[src/rtl/logic_result_queue.sv]
// Result FIFO behind the bitwise OR/AND/XOR unit: valid/ready on both sides,
// per-entry zero tag, sticky zero_seen flag and a synchronous flush.
module logic_result_queue #(
  parameter int unsigned WIDTH = 32,
  parameter int unsigned DEPTH = 4
) (
  input  logic                     clk,
  input  logic                     rst_n,
  input  logic                     in_valid,
  output logic                     in_ready,
  input  logic [WIDTH-1:0]         in_data,
  output logic                     out_valid,
  input  logic                     out_ready,
  output logic [WIDTH-1:0]         out_data,
  output logic                     out_zero,
  output logic [$clog2(DEPTH):0]   count,
  output logic                     zero_seen,
  input  logic                     clear
);

  localparam int unsigned PTR_W = $clog2(DEPTH);
  localparam int unsigned CNT_W = PTR_W + 1;

  logic [WIDTH-1:0] r_mem [DEPTH];
  logic [DEPTH-1:0] r_zero;
  logic [PTR_W-1:0] r_wptr;
  logic [PTR_W-1:0] r_rptr;
  logic [CNT_W-1:0] r_count;
  logic             r_zero_seen;

  logic             w_full;
  logic             w_empty;
  logic             w_push;
  logic             w_pop;
  logic             w_in_zero;

  assign w_full    = (r_count == CNT_W'(DEPTH));
  assign w_empty   = (r_count == CNT_W'(0));
  assign w_push    = in_valid & ~w_full & ~clear;
  assign w_pop     = out_ready & ~w_empty & ~clear;
  assign w_in_zero = (in_data == '0);

  // Handshake and head outputs depend on registered state only.
  assign in_ready  = ~w_full;
  assign out_valid = ~w_empty;
  assign out_data  = w_empty ? '0 : r_mem[r_rptr];
  assign out_zero  = ~w_empty & r_zero[r_rptr];
  assign count     = r_count;
  assign zero_seen = r_zero_seen;

  // Storage is never observed while empty, so it carries no reset.
  always_ff @(posedge clk) begin
    if (w_push) begin
      r_mem[r_wptr]  <= in_data;
      r_zero[r_wptr] <= w_in_zero;
    end
  end

  always_ff @(posedge clk) begin
    if (!rst_n) begin
      r_wptr      <= '0;
      r_rptr      <= '0;
      r_count     <= '0;
      r_zero_seen <= 1'b0;
    end else if (clear) begin
      r_wptr      <= '0;
      r_rptr      <= '0;
      r_count     <= '0;
      r_zero_seen <= 1'b0;
    end else begin
      // Power-of-two depth lets the pointers wrap by natural overflow.
      if (w_push) begin
        r_wptr <= r_wptr + PTR_W'(1);
      end
      if (w_pop) begin
        r_rptr <= r_rptr + PTR_W'(1);
      end
      case ({w_push, w_pop})
        2'b10:   r_count <= r_count + CNT_W'(1);
        2'b01:   r_count <= r_count - CNT_W'(1);
        default: r_count <= r_count;
      endcase
      if (w_push && w_in_zero) begin
        r_zero_seen <= 1'b1;
      end
    end
  end

endmodule

[config.mk]
export PLATFORM = sky130hd
export DESIGN_NAME = logic_result_queue
export DESIGN_NICKNAME = d
export VERILOG_FILES = /design/src/rtl/logic_result_queue.sv
export SDC_FILE = /design/constraint.sdc
export NUM_CORES = 1
export LEC_CHECK = 0
export ABC_AREA = 1
export BUFFER_PORTS_ARGS = -buffer_cell sky130_fd_sc_hd__buf_2
export CORE_ASPECT_RATIO = 1.4
export CORE_MARGIN = 2
export CORE_UTILIZATION = 61
export CTS_CLUSTER_DIAMETER = 60
export DETAILED_ROUTE_END_ITERATION = 6
export PLACE_DENSITY = 0.85
export SYNTH_ARGS = -nofsm -noshare
export SYNTH_HDL_FRONTEND = slang
export SYNTH_SLANG_ARGS = --single-unit
[constraint.sdc]
create_clock -name clk -period 7.4 [get_ports clk]
set_input_delay 0.37 -clock clk [delete_from_list [all_inputs] [get_ports clk]]
set_output_delay 0.37 -clock clk [all_outputs]
set_load 0.1 [all_outputs]
Yosys cells after proc, flatten, opt, wreduce, memory -nomap -nowiden:

Memories as Yosys holds them, arrays and structs flattened. A register that Yosys moved wholly into a read port is not among the register bits.
Index checks and enable logic that the tools add are counted.

* bits in registers: 12
* RAM bits: 128
* memories kept: 1
* input bits: 37

* reduce and logical (&&, ||, !) cells: 6
* muxes and demuxes: 11
* add/subtract/negate cells: 4
* bitwise operators: 9
* order comparisons: 3
* equality and inequality tests: 3

Memories
* r_mem: depth 4, width 32, read ports 1, clocked after Yosys merged registers in 1, wr ports 1, line 24 `logic [WIDTH-1:0] r_mem [DEPTH];`

Operators with widths (number)
* $logic_not A32 Y1: 1
* $mux W32: 1
* $lt A2 B3 Y1 const B: 2
* $pmux W3 S2: 1
* $and A1 B1 Y1: 5
* $add A2 B1 Y2 const B: 2
* $bwmux W4: 1
* $mux W1: 4
* $mux W2: 2
* $not A1 Y1: 4
* $add A3 B1 Y3 const B: 1
* $eq A3 B3 Y1 const B: 1
* $logic_not A3 Y1: 1
* $sub A3 B1 Y3 const B: 1
* $bmux W1 S2: 1
* $demux W1 S2: 1
* $eq A2 B1 Y1 const B: 1
* $eq A2 B2 Y1 const B: 1
* $ge A2 B1 Y1 const B: 1
* $logic_and A1 B1 Y1: 2
* $reduce_bool A2 Y1: 1
* $reduce_or A2 Y1: 1

Depth between registers and ports, before layout:

Gate-level depths: netlist of the first run.

* depth after elaboration: 6
* depth in mapped cells: 12

Least setup slack after synthesis of the first run:

Ideal clock, no wire load.

* kind: reg-to-reg
* start point: reg r_count[0], in the netlist count[0]
* end point: mem r_mem[0][0] (enable)
* data arrival time: 3.461 ns
* data required time: 6.977 ns
* clock period less this slack: 3.885 ns
* path slack: 3.515 ns
* stages on the path, launching flop included: 7
* cells stage by stage: dfxtp_1 inv_1 nand3_2 nand2_2 nor2_4 inv_2 nor2_1

* word-level cells in the longest chain between the ends: 6

Ends and longest elaborated chain
* from (decl): line 28 `logic [CNT_W-1:0] r_count;`
* from (signal assigned): line 79 `2'b10: r_count <= r_count + CNT_W'(1);`
* from (signal assigned): line 80 `2'b01: r_count <= r_count - CNT_W'(1);`
* from (signal assigned): line 81 `default: r_count <= r_count;`
* $eq A3 B3 Y1: line 37 `assign w_full = (r_count == CNT_W'(DEPTH));`
* $not A1 Y1
* via in_ready: line 10 `output logic in_ready,`
* $and A1 B1 Y1 (2 in series): line 39 `assign w_push = in_valid & ~w_full & ~clear;`
* $mux W1: line 53 `if (w_push) begin`
* $mux W1 (implied by the code): line 54 `r_mem[r_wptr] <= in_data;`
* to (decl): line 24

The timed path passes the listed nets, and every way through them passes these cells.

==> results of run 1 <==
[routing by layer]
layer / up-vias / part of all wire / track usage
li1: 1835 / - / -
met1: 1872 / 0.38 / 0.287
met3: 23 / 0.066 / 0.0705
met5: - / 0 / 0
met2: 171 / 0.54 / 0.415
met4: 0 / 0.022 / 0.123
[flip-flops by register name, indices dropped and copies added (netlist names), named ones only]
name	flops
count	3
r_mem	128
r_rptr	2
r_wptr	2
r_zero	4
zero_seen	1
[worst reg2reg max path: cells and delay by family (launching register included)]
kind | cells | cell delay (ps)
buf+inv | 2 | 330
compound gates | 4 | 490
simple gates | 2 | 350
fa+ha+maj | 2 | 590
flops | 1 | 430
[worst paths after layout]
check,from,end,cells after the start
worst min register to register,zero_seen,zero_seen,2
worst min-delay path,in_data[31],r_mem[1][31],1
worst max register to register,count[2],count[2],10
worst max-delay path,flop,out_data[2],5
[area by class of cell]
class,count,share of cell area
clock buffer,17,0.0636
clock inverter,14,0.0155
inverter,19,0.0107
multi-input combinational,301,0.209
sequential,142,0.622
tap,107,0.0200
timing repair buffer,78,0.0594
[cell families after synthesis]
logic type      Yosys count
fa+ha+maj                 6
compound gates          115
buf+inv                  43
simple gates            180
flops                   142
[layout by cell type (no fill, tap or decap), types with 2 or more instances in the layout]
cell type   count
buf_2          75
edfxtp_1      132
inv_1          17
clkinv_2        5
o21ai_0        70
clkinv_1        4
a21oi_1        43
nor2_4          5
o21ai_1         2
dfxtp_1         9
clkbuf_16      17
nand2_1        15
clkinvlp_4      5
nor2_1        155
buf_4           3
ha_1            5
[power breakdown]
| group | switching (mW) | leakage (nW) | internal (mW) | total, mW |
|---|---|---|---|---|
| registers | 0.00494 | 1.28 | 0.892 | 0.897 |
| clock network | 0.304 | 0.249 | 0.451 | 0.755 |
| logic | 0.0886 | 0.925 | 0.0216 | 0.110 |
[through the flow]
stage,hold slack (ps),cells
floorplan,467,486
global placement,439,647
detailed placement,447,647
CTS,176,678
global route,183,678
finish,185,678
==> flow_metrics.env, run 1 <==
export IMPL_synthXorXnorAreaFrac=0
export IMPL_max_freq_mhz=245
export IMPL_ys_top_cells_by_count="nor2_1, edfxtp_1, o21ai_0, a21oi_1, inv_1"
export IMPL_grt_pass1_wl_mm=18.8
export IMPL_setup_viol=0
export IMPL_cts_setup_buffers=0
export IMPL_r2r_slack_ps=5090
export IMPL_nNetsFinal=602
export IMPL_maxSlewHeadroom=0.207
export IMPL_fin_crit_sh=0.552
export IMPL_drv_cap=0
export IMPL_synth_nets=529
export IMPL_grt_max_degree=66
export IMPL_cts_sinks=142
export IMPL_cp_data_required_time_ps=7030
export IMPL_criticalPathCategory="reg2out"
export IMPL_die_area_mm2=0.0102
export IMPL_ctsHoldBuffers=0
export IMPL_cts_buffer_depth=2
export IMPL_die_w_um=86.0
export IMPL_timing_final_ws_setup_ps=3320
export IMPL_finalHoldViolCount=0
export IMPL_ctsHtreeMaxLevel=4
export IMPL_synth_edf_count=132
export IMPL_start_util=0.632
export IMPL_dp_slack_ps=3840
export IMPL_cts_buffers=17
export IMPL_die_h_um=119
export IMPL_core_mm2=0.00908
export IMPL_finClkSkew_ps=7.05
export IMPL_yosysWarningCount=0
export IMPL_vias=3901
export IMPL_worst_pin_slew_ps=1190
export IMPL_slowest_stage="dfxtp_2"
export IMPL_drv_slew=0
export IMPL_first_iter_violations=429
export IMPL_synth_most_common_cell="nor2_1"
export IMPL_drt_pass1_iterations=6
export IMPL_dpl_hpwl_mm=6.97
export IMPL_power_mw=1.76
export IMPL_yosysTopAreaCell="edfxtp_1"
export IMPL_yosys_top_cells_area="edfxtp_1, nor2_1, o21ai_0"
export IMPL_drc_errors=0
export IMPL_synth_compound_area_frac=0.100
export IMPL_synthAdderAreaFrac=0.0144
export IMPL_cts_reportedPaths_clkPinSlew_ps=60
export IMPL_fin_util=0.737
export IMPL_synth_ff_type="edfxtp_1"
export IMPL_num_antenna_cells=0
export IMPL_n_fill_cell=569
export IMPL_viasPerCell=5.75
export IMPL_area_growth_pct=16.6
export IMPL_overflow=0
export IMPL_powerDensity_mw_per_mm2=263
export IMPL_antenna_found_initial=0
export IMPL_cts_repair_resized=0
export IMPL_critPathArrivalTime_ps=3710
export IMPL_finalCriticalPeriod_ps=4080
export IMPL_finalWirelength_mm=11.9
export IMPL_cp_start_kind="flop"
export IMPL_io_buffers=75
export IMPL_min_path_type="in2reg"
export IMPL_synthMuxAreaShare=0
export IMPL_multi_input_area_mm2=0.00140
export IMPL_ant_nets=0
export IMPL_end_kind="output pin"
export IMPL_place_area_mm2=0.00616
export IMPL_avgSynthCellArea_um2=11.8
export IMPL_tns_ps=0
export IMPL_cp_cell_sequence="clkinv_1, buf_4, o21ai_0, a21oi_1, buf_2"
export IMPL_clk_latency_ps=410
export IMPL_final_area_mm2=0.00669
export IMPL_synth_cell_type_count=23
export IMPL_ys_async_sr_fraction=0
export IMPL_avgRoutedWirePerCell_um=17.5
export IMPL_critPathMaxStageDelay_ps=1100
export IMPL_synth_top_area_share=0.691
export IMPL_syn_inst=486
export IMPL_seq_area_mm2=0.00417
export IMPL_grt_pass1_vias=3962
export IMPL_status="complete, no violations"
export IMPL_syn_area_mm2=0.00574
export IMPL_crit_buf_inv=3
export IMPL_num_rows=41
export IMPL_synthSimpleGateAreaFrac=0.123
export IMPL_ys_ff_latch=142
export IMPL_root_buffer="clkbuf_16"
export IMPL_gp_congestion=0.839
export IMPL_drive_gt1_frac=0.205
export IMPL_total_leakage_power_nw=2.45
export IMPL_critPathMaxFanout=65
export IMPL_cts_tree="yes"
export IMPL_rsz0062_at_grt="false"
export IMPL_grt_util_all_layers=0.248
export IMPL_ir_drop_mv=0.246
export IMPL_synth_top_family_by_area="simple AND/OR/NAND/NOR gates"
export IMPL_io_pins=76
export IMPL_synth_seq_area_share=0.726
export IMPL_crit_family="buffers and inverters"
Power figures use the tool's default switching activity.
==> run 2, diff against run 1 <==
--- a/config.mk
+++ b/config.mk
@@ -9,10 +9,10 @@
 export BUFFER_PORTS_ARGS = -buffer_cell sky130_fd_sc_hd__buf_2
 export CORE_ASPECT_RATIO = 1.4
 export CORE_MARGIN = 2
-export CORE_UTILIZATION = 61
+export CORE_UTILIZATION = 57
 export CTS_CLUSTER_DIAMETER = 60
 export DETAILED_ROUTE_END_ITERATION = 6
-export PLACE_DENSITY = 0.85
+export PLACE_DENSITY = 0.8
 export SYNTH_ARGS = -nofsm -noshare
 export SYNTH_HDL_FRONTEND = slang
 export SYNTH_SLANG_ARGS = --single-unit
==> constraint.sdc (replaced) <==
create_clock -name clk -period 4.1 [get_ports clk]
set_input_delay 0.205 -clock clk [delete_from_list [all_inputs] [get_ports clk]]
set_output_delay 0.205 -clock clk [all_outputs]
set_load 0.1 [all_outputs]
==> run 2 against run 1 <==
  * Setup slack lost 2000 ps
  * Non-clock buffer count grew 1
  * Critical path depth is the same
  * Wire length grew 1.4%
  * Clock skew shrank 1.5 ps
==> flow_metrics.env, run 2 (synthesized netlist as in run 1, its figures left out) <==
export IMPL_min_path_cells=1
export IMPL_drt_pass1_iterations=7
export IMPL_final_common_cell="nor2_1"
export IMPL_avgRoutedWirePerCell_um=17.0
export IMPL_place_area_mm2=0.00621
export IMPL_core_mm2=0.00985
export IMPL_cts_sinks=142
export IMPL_slowest_stage="clkinv_1"
export IMPL_nNetsFinal=603
export IMPL_finClkSkew_ps=5.58
export IMPL_finalCriticalPeriod_ps=2820
export IMPL_critPathMaxFanout=33
export IMPL_ctsHtreeMaxLevel=4
export IMPL_viasPerCell=5.47
export IMPL_gp_congestion=0.745
export IMPL_tns_ps=0
export IMPL_ctsHoldBuffers=0
export IMPL_reg2reg_to="count[2]"
export IMPL_end_kind="output pin"
export IMPL_drv_cap=0
export IMPL_place_inst=676
export IMPL_drc_errors=0
export IMPL_die_area_mm2=0.0109
export IMPL_instances_no_fill=709
export IMPL_cts_setup_buffers=0
export IMPL_io_buffers=75
export IMPL_rsz0062_at_grt="false"
export IMPL_holdCritStartpoint="in_data[14]"
export IMPL_grt_pass1_vias=3842
export IMPL_grt_util_all_layers=0.235
export IMPL_cp_data_required_time_ps=3890
export IMPL_clk_latency_ps=420
export IMPL_maxSlewHeadroom=0.223
export IMPL_area_growth_pct=18.7
export IMPL_cp_start_kind="flop"
export IMPL_critPathMaxStageDelay_ps=630
export IMPL_cts_tree="yes"
export IMPL_antenna_found_initial=1
export IMPL_total_leakage_power_nw=2.49
export IMPL_ir_drop_mv=0.395
export IMPL_reg2reg_from="count[2]"
export IMPL_cts_repair_resized=0
export IMPL_die_h_um=123
export IMPL_root_buffer="clkbuf_16"
export IMPL_fin_util=0.692
export IMPL_worst_pin_slew_ps=1160
export IMPL_die_w_um=88.8
export IMPL_criticalPathCategory="reg2out"
export IMPL_largest_reg_flops=128
export IMPL_cts_reportedPaths_clkPinSlew_ps=60
export IMPL_largest_register="r_mem"
export IMPL_dpl_hpwl_mm=6.69
export IMPL_cp_cell_sequence="clkinv_1, buf_4, o21ai_0, a21oi_1, buf_2"
export IMPL_cts_buffers=17
export IMPL_n_fill_cell=690
export IMPL_drv_slew=0
export IMPL_grt_max_degree=65
export IMPL_reg2regPathDepth=10
export IMPL_seq_area_mm2=0.00417
export IMPL_finalHoldViolCount=0
export IMPL_critPathArrivalTime_ps=2610
export IMPL_holdPathEnd="r_mem[3][14]"
export IMPL_cts_buffer_depth=2
export IMPL_io_pins=76
export IMPL_drive_gt1_frac=0.204
export IMPL_grt_pass1_wl_mm=18.6
export IMPL_num_rows=43
export IMPL_setup_viol=0
export IMPL_status="complete, no violations"
export IMPL_vias=3881
export IMPL_start_util=0.583
export IMPL_fin_crit_sh=0.687
export IMPL_first_iter_violations=391
export IMPL_min_path_type="in2reg"
export IMPL_finalWirelength_mm=12.1
export IMPL_final_area_mm2=0.00682
export IMPL_r2r_slack_ps=1840
export IMPL_layout_common_cells="nor2_1, edfxtp_1, buf_2"
export IMPL_multi_input_area_mm2=0.00140
export IMPL_powerDensity_mw_per_mm2=496
export IMPL_ant_nets=0
export IMPL_overflow=0
export IMPL_max_freq_mhz=355
-- run 2: metal layers --
metal  part of all wire  track usage
met5                  0            0
met4              0.027        0.126
met1               0.38        0.275
met3              0.065       0.0625
met2               0.52        0.391
-- run 2: report_power, final --
part | internal (mW) | switching [mW]
clock network | 1.01 | 0.550
registers | 1.61 | 0.00766
logic | 0.0391 | 0.161
total | 2.66 | 0.719
-- run 2: area by class of cell --
cell class	instances	area share
diodes	1	0.000367
clock buffers	20	0.0641
flip-flops and latches	142	0.611
inverters	19	0.0105
well taps	135	0.0248
multi-input cells	301	0.205
repair buffers	79	0.0595
clock inverters	12	0.0248
-- run 2: worst max-delay path: cells and delay by family (launching register included) --
family	cells	cell delay, ps
AOI/OAI and AO/OA	2	420
buffers and inverters	3	1450
DFF	1	330
-- run 2: worst max path at each step --
stage,end,depth (start not counted),startpoint
finish,out_data[22],5,flop
global route,out_data[22],5,flop
floorplan,r_mem[0][0],6,count[0]
CTS,out_data[22],5,flop
detailed placement,out_data[22],5,flop
global placement,out_data[22],5,flop
-- run 2: stage by stage --
stage	total power, mW	setup slack [ps]	hold slack, ps
final	3.38	1280	19.5
after global routing	3.47	1180	2.62
after CTS	3.39	1300	4.92
after detailed placement	1.85	1760	440
after global placement	1.84	1810	434
after floorplan	1.78	215	304
